File: src/rtl/lsu_pkg.sv
// Shared types and helpers for the MEM-stage load/store unit.
//   funct3 encodings, FSM state enum, store lane payload and steering function.
package lsu_pkg;

   localparam int unsigned XLEN = 32;
   localparam int unsigned NBYTES = XLEN / 8;

   localparam logic [2:0] F3_LB  = 3'd0;
   localparam logic [2:0] F3_LH  = 3'd1;
   localparam logic [2:0] F3_LW  = 3'd2;
   localparam logic [2:0] F3_LBU = 3'd4;
   localparam logic [2:0] F3_LHU = 3'd5;
   localparam logic [2:0] F3_SB  = 3'd0;
   localparam logic [2:0] F3_SH  = 3'd1;
   localparam logic [2:0] F3_SW  = 3'd2;

   typedef enum logic [1:0] {
      IDLE   = 2'd0,
      REQ    = 2'd1,
      WAIT_R = 2'd2,
      DONE   = 2'd3
   } lsu_state_e;

   typedef struct packed {
      logic [NBYTES-1:0] we;
      logic [XLEN-1:0]   wdata;
   } lsu_store_t;

   // Byte-enable and lane-replicated data for a store of the given width.
   function automatic lsu_store_t lsu_store_lanes(input logic [2:0]      funct3,
                                                  input logic [1:0]      addr_lo,
                                                  input logic [XLEN-1:0] wdata);
      lsu_store_t s;
      s.we    = '0;
      s.wdata = '0;
      case (funct3)
         F3_SB: begin
            s.we    = 4'b0001 << addr_lo;
            s.wdata = {4{wdata[7:0]}};
         end
         F3_SH: begin
            s.we    = 4'b0011 << {addr_lo[1], 1'b0};
            s.wdata = {2{wdata[15:0]}};
         end
         F3_SW: begin
            s.we    = 4'b1111;
            s.wdata = wdata;
         end
         default: ;
      endcase
      return s;
   endfunction

endpackage

File: src/rtl/lsu_load_extend.sv
// Load data extraction: shift the read word down to the addressed byte lane
// and sign/zero extend according to funct3.
//   rdata_i   : raw word from data memory
//   addr_lo_i : byte offset within the word
//   funct3_i  : load width/sign
//   result_o  : extended 32-bit load result
module lsu_load_extend
   import lsu_pkg::*;
(
   input  logic [XLEN-1:0] rdata_i,
   input  logic [1:0]      addr_lo_i,
   input  logic [2:0]      funct3_i,
   output logic [XLEN-1:0] result_o
);

   logic [XLEN-1:0] shifted;

   assign shifted = rdata_i >> {addr_lo_i, 3'b000};

   // LW is always aligned, so the shifted word equals the raw word.
   always_comb begin
      result_o = '0;
      case (funct3_i)
         F3_LB:   result_o = {{24{shifted[7]}}, shifted[7:0]};
         F3_LBU:  result_o = {24'd0, shifted[7:0]};
         F3_LH:   result_o = {{16{shifted[15]}}, shifted[15:0]};
         F3_LHU:  result_o = {16'd0, shifted[15:0]};
         F3_LW:   result_o = shifted;
         default: result_o = '0;
      endcase
   end

endmodule

File: src/rtl/lsu_mem_ctrl.sv
// MEM-stage load/store unit: launches one data-memory access per legal
// load/store, stalls the pipeline until it completes, and flags
// misaligned/illegal accesses without touching memory.
//   mem_valid/mem_read/mem_write/funct3/addr/wdata : MEM-stage instruction
//   stall (comb), lsu_fault (comb)                 : pipeline control
//   rdata/rdata_valid/bus_err                      : registered results
//   dm_req/dm_we/dm_addr/dm_wdata (reg), dm_gnt/dm_rvalid/dm_rdata : memory port
module lsu_mem_ctrl
   import lsu_pkg::*;
#(
   parameter int unsigned TIMEOUT_CYC = 255
) (
   input  logic            clk,
   input  logic            rst_n,
   input  logic            mem_valid,
   input  logic            mem_read,
   input  logic            mem_write,
   input  logic [2:0]      funct3,
   input  logic [XLEN-1:0] addr,
   input  logic [XLEN-1:0] wdata,
   output logic            stall,
   output logic [XLEN-1:0] rdata,
   output logic            rdata_valid,
   output logic            lsu_fault,
   output logic            bus_err,
   output logic            dm_req,
   output logic [3:0]      dm_we,
   output logic [XLEN-1:0] dm_addr,
   output logic [XLEN-1:0] dm_wdata,
   input  logic            dm_gnt,
   input  logic            dm_rvalid,
   input  logic [XLEN-1:0] dm_rdata
);

   localparam int unsigned CNT_W = $clog2(TIMEOUT_CYC + 1);

   lsu_state_e       state_q, state_d;
   logic [CNT_W-1:0] cnt_q, cnt_d;
   logic             is_load_q, is_load_d;
   logic [1:0]       addr_lo_q, addr_lo_d;
   logic [2:0]       f3_q, f3_d;
   logic             dm_req_q, dm_req_d;
   logic [3:0]       dm_we_q, dm_we_d;
   logic [XLEN-1:0]  dm_addr_q, dm_addr_d;
   logic [XLEN-1:0]  dm_wdata_q, dm_wdata_d;
   logic [XLEN-1:0]  rdata_q, rdata_d;
   logic             rdata_valid_q, rdata_valid_d;
   logic             bus_err_q, bus_err_d;

   logic             ld_fault, st_fault, access, fault, legal, to_hit;
   logic [XLEN-1:0]  ext_data;
   lsu_store_t       st_lanes;

   // Width/alignment legality of the incoming access.
   always_comb begin
      ld_fault = 1'b0;
      st_fault = 1'b0;
      case (funct3)
         F3_LB, F3_LBU: ld_fault = 1'b0;
         F3_LH, F3_LHU: ld_fault = addr[0];
         F3_LW:         ld_fault = |addr[1:0];
         default:       ld_fault = 1'b1;
      endcase
      case (funct3)
         F3_SB:   st_fault = 1'b0;
         F3_SH:   st_fault = addr[0];
         F3_SW:   st_fault = |addr[1:0];
         default: st_fault = 1'b1;
      endcase
   end

   assign access = mem_valid & (mem_read | mem_write);
   assign fault  = mem_valid & ((mem_read & mem_write) | (mem_read & ld_fault) |
                                (mem_write & st_fault));
   assign legal  = access & ~fault;

   assign st_lanes = lsu_store_lanes(funct3, addr[1:0], wdata);
   // Last counted cycle: completing now is still in time, otherwise abandon.
   assign to_hit   = (cnt_q == CNT_W'(TIMEOUT_CYC - 1));

   lsu_load_extend u_load_extend (
      .rdata_i   (dm_rdata),
      .addr_lo_i (addr_lo_q),
      .funct3_i  (f3_q),
      .result_o  (ext_data)
   );

   // Next-state and registered-output logic.
   always_comb begin
      state_d       = state_q;
      cnt_d         = cnt_q;
      is_load_d     = is_load_q;
      addr_lo_d     = addr_lo_q;
      f3_d          = f3_q;
      dm_req_d      = dm_req_q;
      dm_we_d       = dm_we_q;
      dm_addr_d     = dm_addr_q;
      dm_wdata_d    = dm_wdata_q;
      rdata_d       = rdata_q;
      rdata_valid_d = 1'b0;
      bus_err_d     = 1'b0;
      case (state_q)
         IDLE: begin
            if (legal) begin
               state_d    = REQ;
               cnt_d      = '0;
               is_load_d  = mem_read;
               addr_lo_d  = addr[1:0];
               f3_d       = funct3;
               dm_req_d   = 1'b1;
               dm_addr_d  = {addr[XLEN-1:2], 2'b00};
               dm_we_d    = mem_read ? 4'b0000 : st_lanes.we;
               dm_wdata_d = mem_read ? '0 : st_lanes.wdata;
            end
         end
         REQ: begin
            cnt_d = cnt_q + CNT_W'(1);
            if (dm_gnt && !is_load_q) begin
               state_d  = DONE;
               dm_req_d = 1'b0;
            end else if (to_hit) begin
               state_d   = DONE;
               dm_req_d  = 1'b0;
               bus_err_d = 1'b1;
               rdata_d   = '0;
            end else if (dm_gnt) begin
               state_d  = WAIT_R;
               dm_req_d = 1'b0;
            end
         end
         WAIT_R: begin
            cnt_d = cnt_q + CNT_W'(1);
            if (dm_rvalid) begin
               state_d       = DONE;
               rdata_d       = ext_data;
               rdata_valid_d = 1'b1;
            end else if (to_hit) begin
               state_d   = DONE;
               bus_err_d = 1'b1;
               rdata_d   = '0;
            end
         end
         DONE:    state_d = IDLE;
         default: state_d = IDLE;
      endcase
   end

   always_ff @(posedge clk or negedge rst_n) begin
      if (!rst_n) begin
         state_q       <= IDLE;
         cnt_q         <= '0;
         is_load_q     <= 1'b0;
         addr_lo_q     <= '0;
         f3_q          <= '0;
         dm_req_q      <= 1'b0;
         dm_we_q       <= '0;
         dm_addr_q     <= '0;
         dm_wdata_q    <= '0;
         rdata_q       <= '0;
         rdata_valid_q <= 1'b0;
         bus_err_q     <= 1'b0;
      end else begin
         state_q       <= state_d;
         cnt_q         <= cnt_d;
         is_load_q     <= is_load_d;
         addr_lo_q     <= addr_lo_d;
         f3_q          <= f3_d;
         dm_req_q      <= dm_req_d;
         dm_we_q       <= dm_we_d;
         dm_addr_q     <= dm_addr_d;
         dm_wdata_q    <= dm_wdata_d;
         rdata_q       <= rdata_d;
         rdata_valid_q <= rdata_valid_d;
         bus_err_q     <= bus_err_d;
      end
   end

   assign stall       = (state_q == IDLE && legal) || state_q == REQ || state_q == WAIT_R;
   assign lsu_fault   = (state_q == IDLE) && fault;
   assign rdata       = rdata_q;
   assign rdata_valid = rdata_valid_q;
   assign bus_err     = bus_err_q;
   assign dm_req      = dm_req_q;
   assign dm_we       = dm_we_q;
   assign dm_addr     = dm_addr_q;
   assign dm_wdata    = dm_wdata_q;

endmodule

File: config.mk
export PLATFORM = sky130hd
export DESIGN_NAME = lsu_mem_ctrl
export DESIGN_NICKNAME = d
export VERILOG_FILES = /design/src/rtl/lsu_pkg.sv /design/src/rtl/lsu_load_extend.sv /design/src/rtl/lsu_mem_ctrl.sv
export SDC_FILE = /design/constraint.sdc
export NUM_CORES = 1
export LEC_CHECK = 0
export BUFFER_PORTS_ARGS = -buffer_cell sky130_fd_sc_hd__buf_2
export CAP_MARGIN = 15
export CORE_ASPECT_RATIO = 0.5
export CORE_UTILIZATION = 50
export DETAILED_ROUTE_END_ITERATION = 10
export GPL_TIMING_DRIVEN = 0
export MAX_ROUTING_LAYER = met4
export PLACE_DENSITY = 0.91
export SYNTH_ARGS = -nofsm -noshare
export SYNTH_HDL_FRONTEND = slang
export SYNTH_SLANG_ARGS = --single-unit
File: constraint.sdc
create_clock -name clk -period 2.5 [get_ports clk]
set_clock_uncertainty 0.05 [all_clocks]
set_input_delay 0.375 -clock clk [delete_from_list [all_inputs] [get_ports clk]]
set_output_delay 0.375 -clock clk [all_outputs]
set_load 0.1 [all_outputs]
# Yosys cells after proc, flatten, opt, wreduce, memory -nomap -nowiden
# Index checks and enable logic that the tools add are counted.
# W data, S select, Z words.
[op_classes] addsub=1 eq_ne=16 shift=3 n_mux=30 bitwise_logic=10 reduce_logical=21
[op_table] op="$pmux W32 S5" n=1
[op_table] op="$mux W32" n=4
[op_table] op="$pmux W36 S3" n=1
[op_table] op="$pmux W32 S2" n=1
[op_table] op="$shr A32 B5 Y32" n=1
[op_table] op="$pmux W8 S2" n=1
[op_table] op="$eq A3 B3 Y1 const B" n=4
[op_table] op="$mux W2" n=6
[op_table] op="$mux W1" n=9
[op_table] op="$add A8 B1 Y8 const B" n=1
[op_table] op="$eq A8 B8 Y1 const B" n=1
[op_table] op="$mux W8" n=1
[op_table] op="$pmux W2 S4" n=1
[op_table] op="$reduce_or A2 Y1" n=4
[op_table] op="$and A1 B1 Y1" n=6
[op_table] op="$eq A3 B1 Y1 const B" n=2
[op_table] op="$eq A3 B2 Y1 const B" n=2
[op_table] op="$logic_not A3 Y1" n=2
[op_table] op="$pmux W1 S3" n=2
[op_table] op="$reduce_and A2 Y1" n=3
[op_table] op="$reduce_and A3 Y1" n=2
[op_table] op="$reduce_bool A2 Y1" n=3
[op_table] op="$eq A2 B2 Y1 const B" n=2
[op_table] op="$mux W4" n=1
[op_table] op="13 further kinds" n=20
[totals] ff_bits=117 inputBits=106 output_inout_bits=105 elab_cells=93

# Depth between registers and ports, before layout
[logic_depth] word_depth=12 mapped_depth=9 depth_no_buf=7

# By module
# From an unflattened synthesis, not the netlist that was laid out.
[hier_totals] cells_unflattened=590 area_unflattened_um2=6233.5
[by_module_without_submodules] module="lsu_mem_ctrl" instances=1 cells_each=475 area_per_inst_um2=5316.3 seq_area_each_um2=2927.8
[by_module_without_submodules] module="lsu_load_extend" instances=1 cells_each=115 area_per_inst_um2=917.1 seq_area_each_um2=0.0

# Worst setup path before layout
# No wires, ideal clock.
[synth_path] path_kind="input to output" startpoint="in funct3[0]" endpoint="out lsu_fault" t_arrival_ps=2343 t_required_ps=2075 slack_ps=-268 path_stages=5 n_path_buf=1 path_cell_list="buf_2 -> a21oi_1 -> o21ai_0 -> nand2_1 -> a21oi_1"
[synth_via] elab_chain_len=8 word_cells_on_any_way=15 cone_classes="4 x eq/ne; 2 x mux; 5 x bitwise; 4 x reduce/logical"
[synth_rtl] element="start: declaration" line="lsu_mem_ctrl.sv:18" text="input logic [2:0] funct3,"
[synth_rtl] element="$eq A3 B1 Y1 (tied with other cells)" line="lsu_mem_ctrl.sv:58, lsu_mem_ctrl.sv:64"
[synth_rtl] element="$reduce_or A2 Y1" line="lsu_mem_ctrl.sv:58" text="case (funct3)"
[synth_rtl] element="$pmux W1 S3" line="lsu_mem_ctrl.sv:58"
[synth_rtl] element="$and A1 B1 Y1" line="lsu_mem_ctrl.sv:73" text="assign fault = mem_valid & ((mem_read & mem_write) | (mem_read & ld_fault) |"
[synth_rtl] element="$or A1 B1 Y1" line="lsu_mem_ctrl.sv:73"
[synth_rtl] element="$or A1 B1 Y1 *" line="lsu_mem_ctrl.sv:73"
[synth_rtl] element="$and A1 B1 Y1 *" line="lsu_mem_ctrl.sv:73"
[synth_rtl] element="$logic_and A1 B1 Y1 *" line="lsu_mem_ctrl.sv:179" text="assign lsu_fault = (state_q == IDLE) && fault;"
[synth_rtl] element="end: declaration" line="lsu_mem_ctrl.sv:24" text="output logic lsu_fault,"
# Mark *: on every way between the ends. The rest lies on a longest branch, timed or not.

# Worst setup path in the final report
[layout_path] startpoint="reg state_q[0]" endpoint="out stall"
[layout_via] elab_chain_len=4 word_cells_on_any_way=6 cone_classes="2 x eq/ne; 4 x reduce/logical"
[layout_rtl] element="start: declaration" line="lsu_mem_ctrl.sv:37" text="lsu_state_e state_q, state_d;"
[layout_rtl] element="start signal: assignment" line="lsu_mem_ctrl.sv:163" text="state_q <= state_d;"
[layout_rtl] element="$logic_not A2 Y1" line="lsu_mem_ctrl.sv:178" text="assign stall = (state_q == IDLE && legal) || state_q == REQ || state_q == WAIT_R;"
[layout_rtl] element="$logic_and A1 B1 Y1" line="lsu_mem_ctrl.sv:178"
[layout_rtl] element="$logic_or A1 B1 Y1" line="lsu_mem_ctrl.sv:178"
[layout_rtl] element="$logic_or A1 B1 Y1 *" line="lsu_mem_ctrl.sv:178"
[layout_rtl] element="end: declaration" line="lsu_mem_ctrl.sv:21" text="output logic stall,"
# Marked as above.

==> reports/results.txt <==
Status: finished with violations
Violated checks: setup timing
Post-route minimum period: 2.538 ns
Worst skew pair latency: 0.41 ns
Num CTS Buffers: 17
Vias in the first global route: 5579
Initial antenna violation count: 0
Root buffer cell: clkbuf_16
Worst setup SP type: register
Critical path cell sequence: inv_2, ha_4, and2_4, o2111a_2, or2_4, or3_4, buf_12
Synthesis-stage register bit count: 117
Initial Util: 0.5189
Slew HR: 0.4973
GRT Max-Usage Layer: met2
Adder-Cell Fraction of Synth Area: 0.01085
Slew @ Worst Pin: 0.7541 ns
WP buf/inv: 2
Critical path required time: 2.08 ns
Post-Synth XOR/XNOR Area: 0.001519
Fin worst setup slack: -0.03758 ns
Core Util, Final: 0.7019
Register-to-register setup slack: 0.15 ns
Synth Warn #: 0
Final Instance Area: 7801 um2
Routed wire length: 18120 um
Family with the most delay on the worst path: simple AND/OR/NAND/NOR gates
Maximum root-to-sink buffer count: 2
Synth top cells by count: nand2_1, dfrtp_1, o21ai_0, a21oi_1, clkbuf_1
PortBufs: 205
Top cell type's share of synthesized area: 0.5077
Filler cells: 837
Mux share of post-synthesis cell area: 0.04969
Post-route DRC: 0
Worst-path fanout max: 4
Grt ovf: 0
Largest cells by area after synthesis: dfrtp_1, nand2_1, o21ai_0
Placement Setup Slack: -0.1834 ns
CP endpoint kind: output pin
Final Hold Fails: 0
Async SR Flop Fraction: 1.000
Count leader, synth: nand2_1
# diodes: 0
Clock sinks: 117
Final cycle utilization of the critical path: 1.015
Met3 usage: 0.05866
First-pass GRT wire length: 28490 um
Endpoints failing setup: 1
Rows: 27
Post-Synth Simple-Gate Area: 0.1979
Proportion of layout cells with a drive suffix above 1: 0.3435
Synth-to-Final Area Change: 35.28%
Cells after Synth: 634
All-Layer GR Usage: 0.3155
Post-synth EDFFs: 0
Grt met1 use: 0.4057
CP Class: register to output pin
Slowest stage cell on the critical path: dfrtp_1
Full die area: 11990 um2
CTS tree: done
Terminus of the critical flop-to-flop path: dm_wdata[30]
GPL Wtd Cong: 0.9252
Synth unique cells: 50
Crit path depth: 7
M2 GR Usage: 0.4927
Post-synthesis sequential area ratio: 0.5077
Post-Route Setup TNS: -0.03758 ns
Cell Area, Placed: 7020 um2
Synth Area in Compound Gates: 0.1896
Ys flop type: dfrtp_1
Max Cap Viol: 0
Routed Antenna Nets: 0
Leading area contributor after synthesis: dfrtp_1
Unrepaired setup endpoints after global routing: yes
Worst r2r src: state_q[0]
Synthesized area: 5767 um2
Worst Path Arrival: 2.11 ns
Pre-antenna DRT Iters: 5
Largest family of logic cells by synthesized area: simple AND/OR/NAND/NOR gates
CTS clk-pin slew, worst paths: 0.06 ns
Area of the core: 11110 um2
Dpl hpwl: 12700 um
Nets: 984
Peak Freq: 394.1 MHz
Slew Limit Fails: 0
Vias per inst: 5.726
Die height: 77.94 um
Slowest stage delay, CP: 0.38 ns
WL/cell: 17.59 um
CP Capture Point: stall
DRT iter0 DRCs: 569
IO Pins: 211
Pin count of the biggest net entering global routing: 63
Die width: 153.9 um
Hold crit path type: primary input to register
Syn Area/Cell: 9.096 um2
Setup crit start: state_q[0]
Vias: 5898
R2R cell count: 9
H-tree depth: 4
repair_timing:
item	in CTS	in global routing
pin swaps	2	2
hold endpoints to repair	55	0
setup endpoints to repair	18	35
buffers inserted	2	11
cloned	0	0
gates resized for setup	12	8
hold buffers	1	0
logic make-up (layout without fill, tap and decap cells):
| kind of cell | Yosys count | after routing |
|---|---|---|
| buf+inv | 55 | 305 |
| fa+ha+maj | 5 | 5 |
| mux | 27 | 27 |
| compound gates | 160 | 160 |
| other cells | 1 | 2 |
| flops | 117 | 117 |
| xor+xnor | 1 | 1 |
| simple gates | 268 | 268 |
worst register-to-register path, cell delays in order, from the launching register on:
cell and delay, ns:
dfrtp_1 0.38, inv_2 0.08, ha_4 0.18, and2_4 0.14
o2111a_2 0.16, nor2_1 0.17, clkbuf_1 0.47, clkbuf_1 0.46
nand2_1 0.13, nand2_1 0.08
cells in the final DEF, fill, tap and decap left out, drive strengths merged, types with 10 or more instances in the layout:
cell / count
a21oi: 35
a221o: 17
buf: 238
clkbuf: 46
dfrtp: 117
inv: 10
mux2: 10
mux2i: 17
nand2: 202
nand3: 22
nor2b: 14
o21ai: 55
o2bb2ai: 11
cell type report:
type / instances / area, um2 / share of cell area
plain buffers: 44 / 203.9 / 0.02614
well taps: 145 / 181.4 / 0.02326
clock buffers: 21 / 470.5 / 0.06030
inverters: 10 / 37.54 / 0.004812
flip-flops and latches: 117 / 2928 / 0.3753
repair buffers: 220 / 1182 / 0.1516
clock inverters: 10 / 152.6 / 0.01957
multi-input cells: 463 / 2645 / 0.3391
registers in the layout, indices dropped and copies added, names as in the netlist, 2 cells and up:
name / count
dm_wdata: 32
addr_lo_q: 2
rdata: 32
f3_q: 3
dm_addr: 30
cnt_q: 8
state_q: 2
dm_we: 4
stage by stage:
step           std cells  hold WS, ns
2_1_floorplan        635      0.02941
3_3_place_gp         985       0.3973
3_5_place_dp         986       0.3302
4_1_cts             1019      0.09877
5_1_grt             1030       0.1012
6_report            1030       0.1032
layer usage:
layer,up-vias,part of all wire
li1,2679,-
met1,2879,0.43
met4,0,0.026
met2,281,0.48
met3,59,0.066
met5,-,0
how the worst min path moves through the flow:
stage,cells after the start,slack (ns),end,from
after floorplan,0,0.03,addr_lo_q[0],rst_n
after global placement,2,0.40,dm_wdata[11],dm_wdata[11]
after detailed placement,1,0.33,dm_addr[17],rst_n
after CTS,3,0.1,dm_addr[16],addr[16]
after global routing,3,0.10,dm_addr[6],addr[6]
final,3,0.10,dm_addr[9],addr[9]
Power is left out: the tool's default activity adds up to more than one toggle a clock period on the data nets, which glitch-free logic cannot reach.
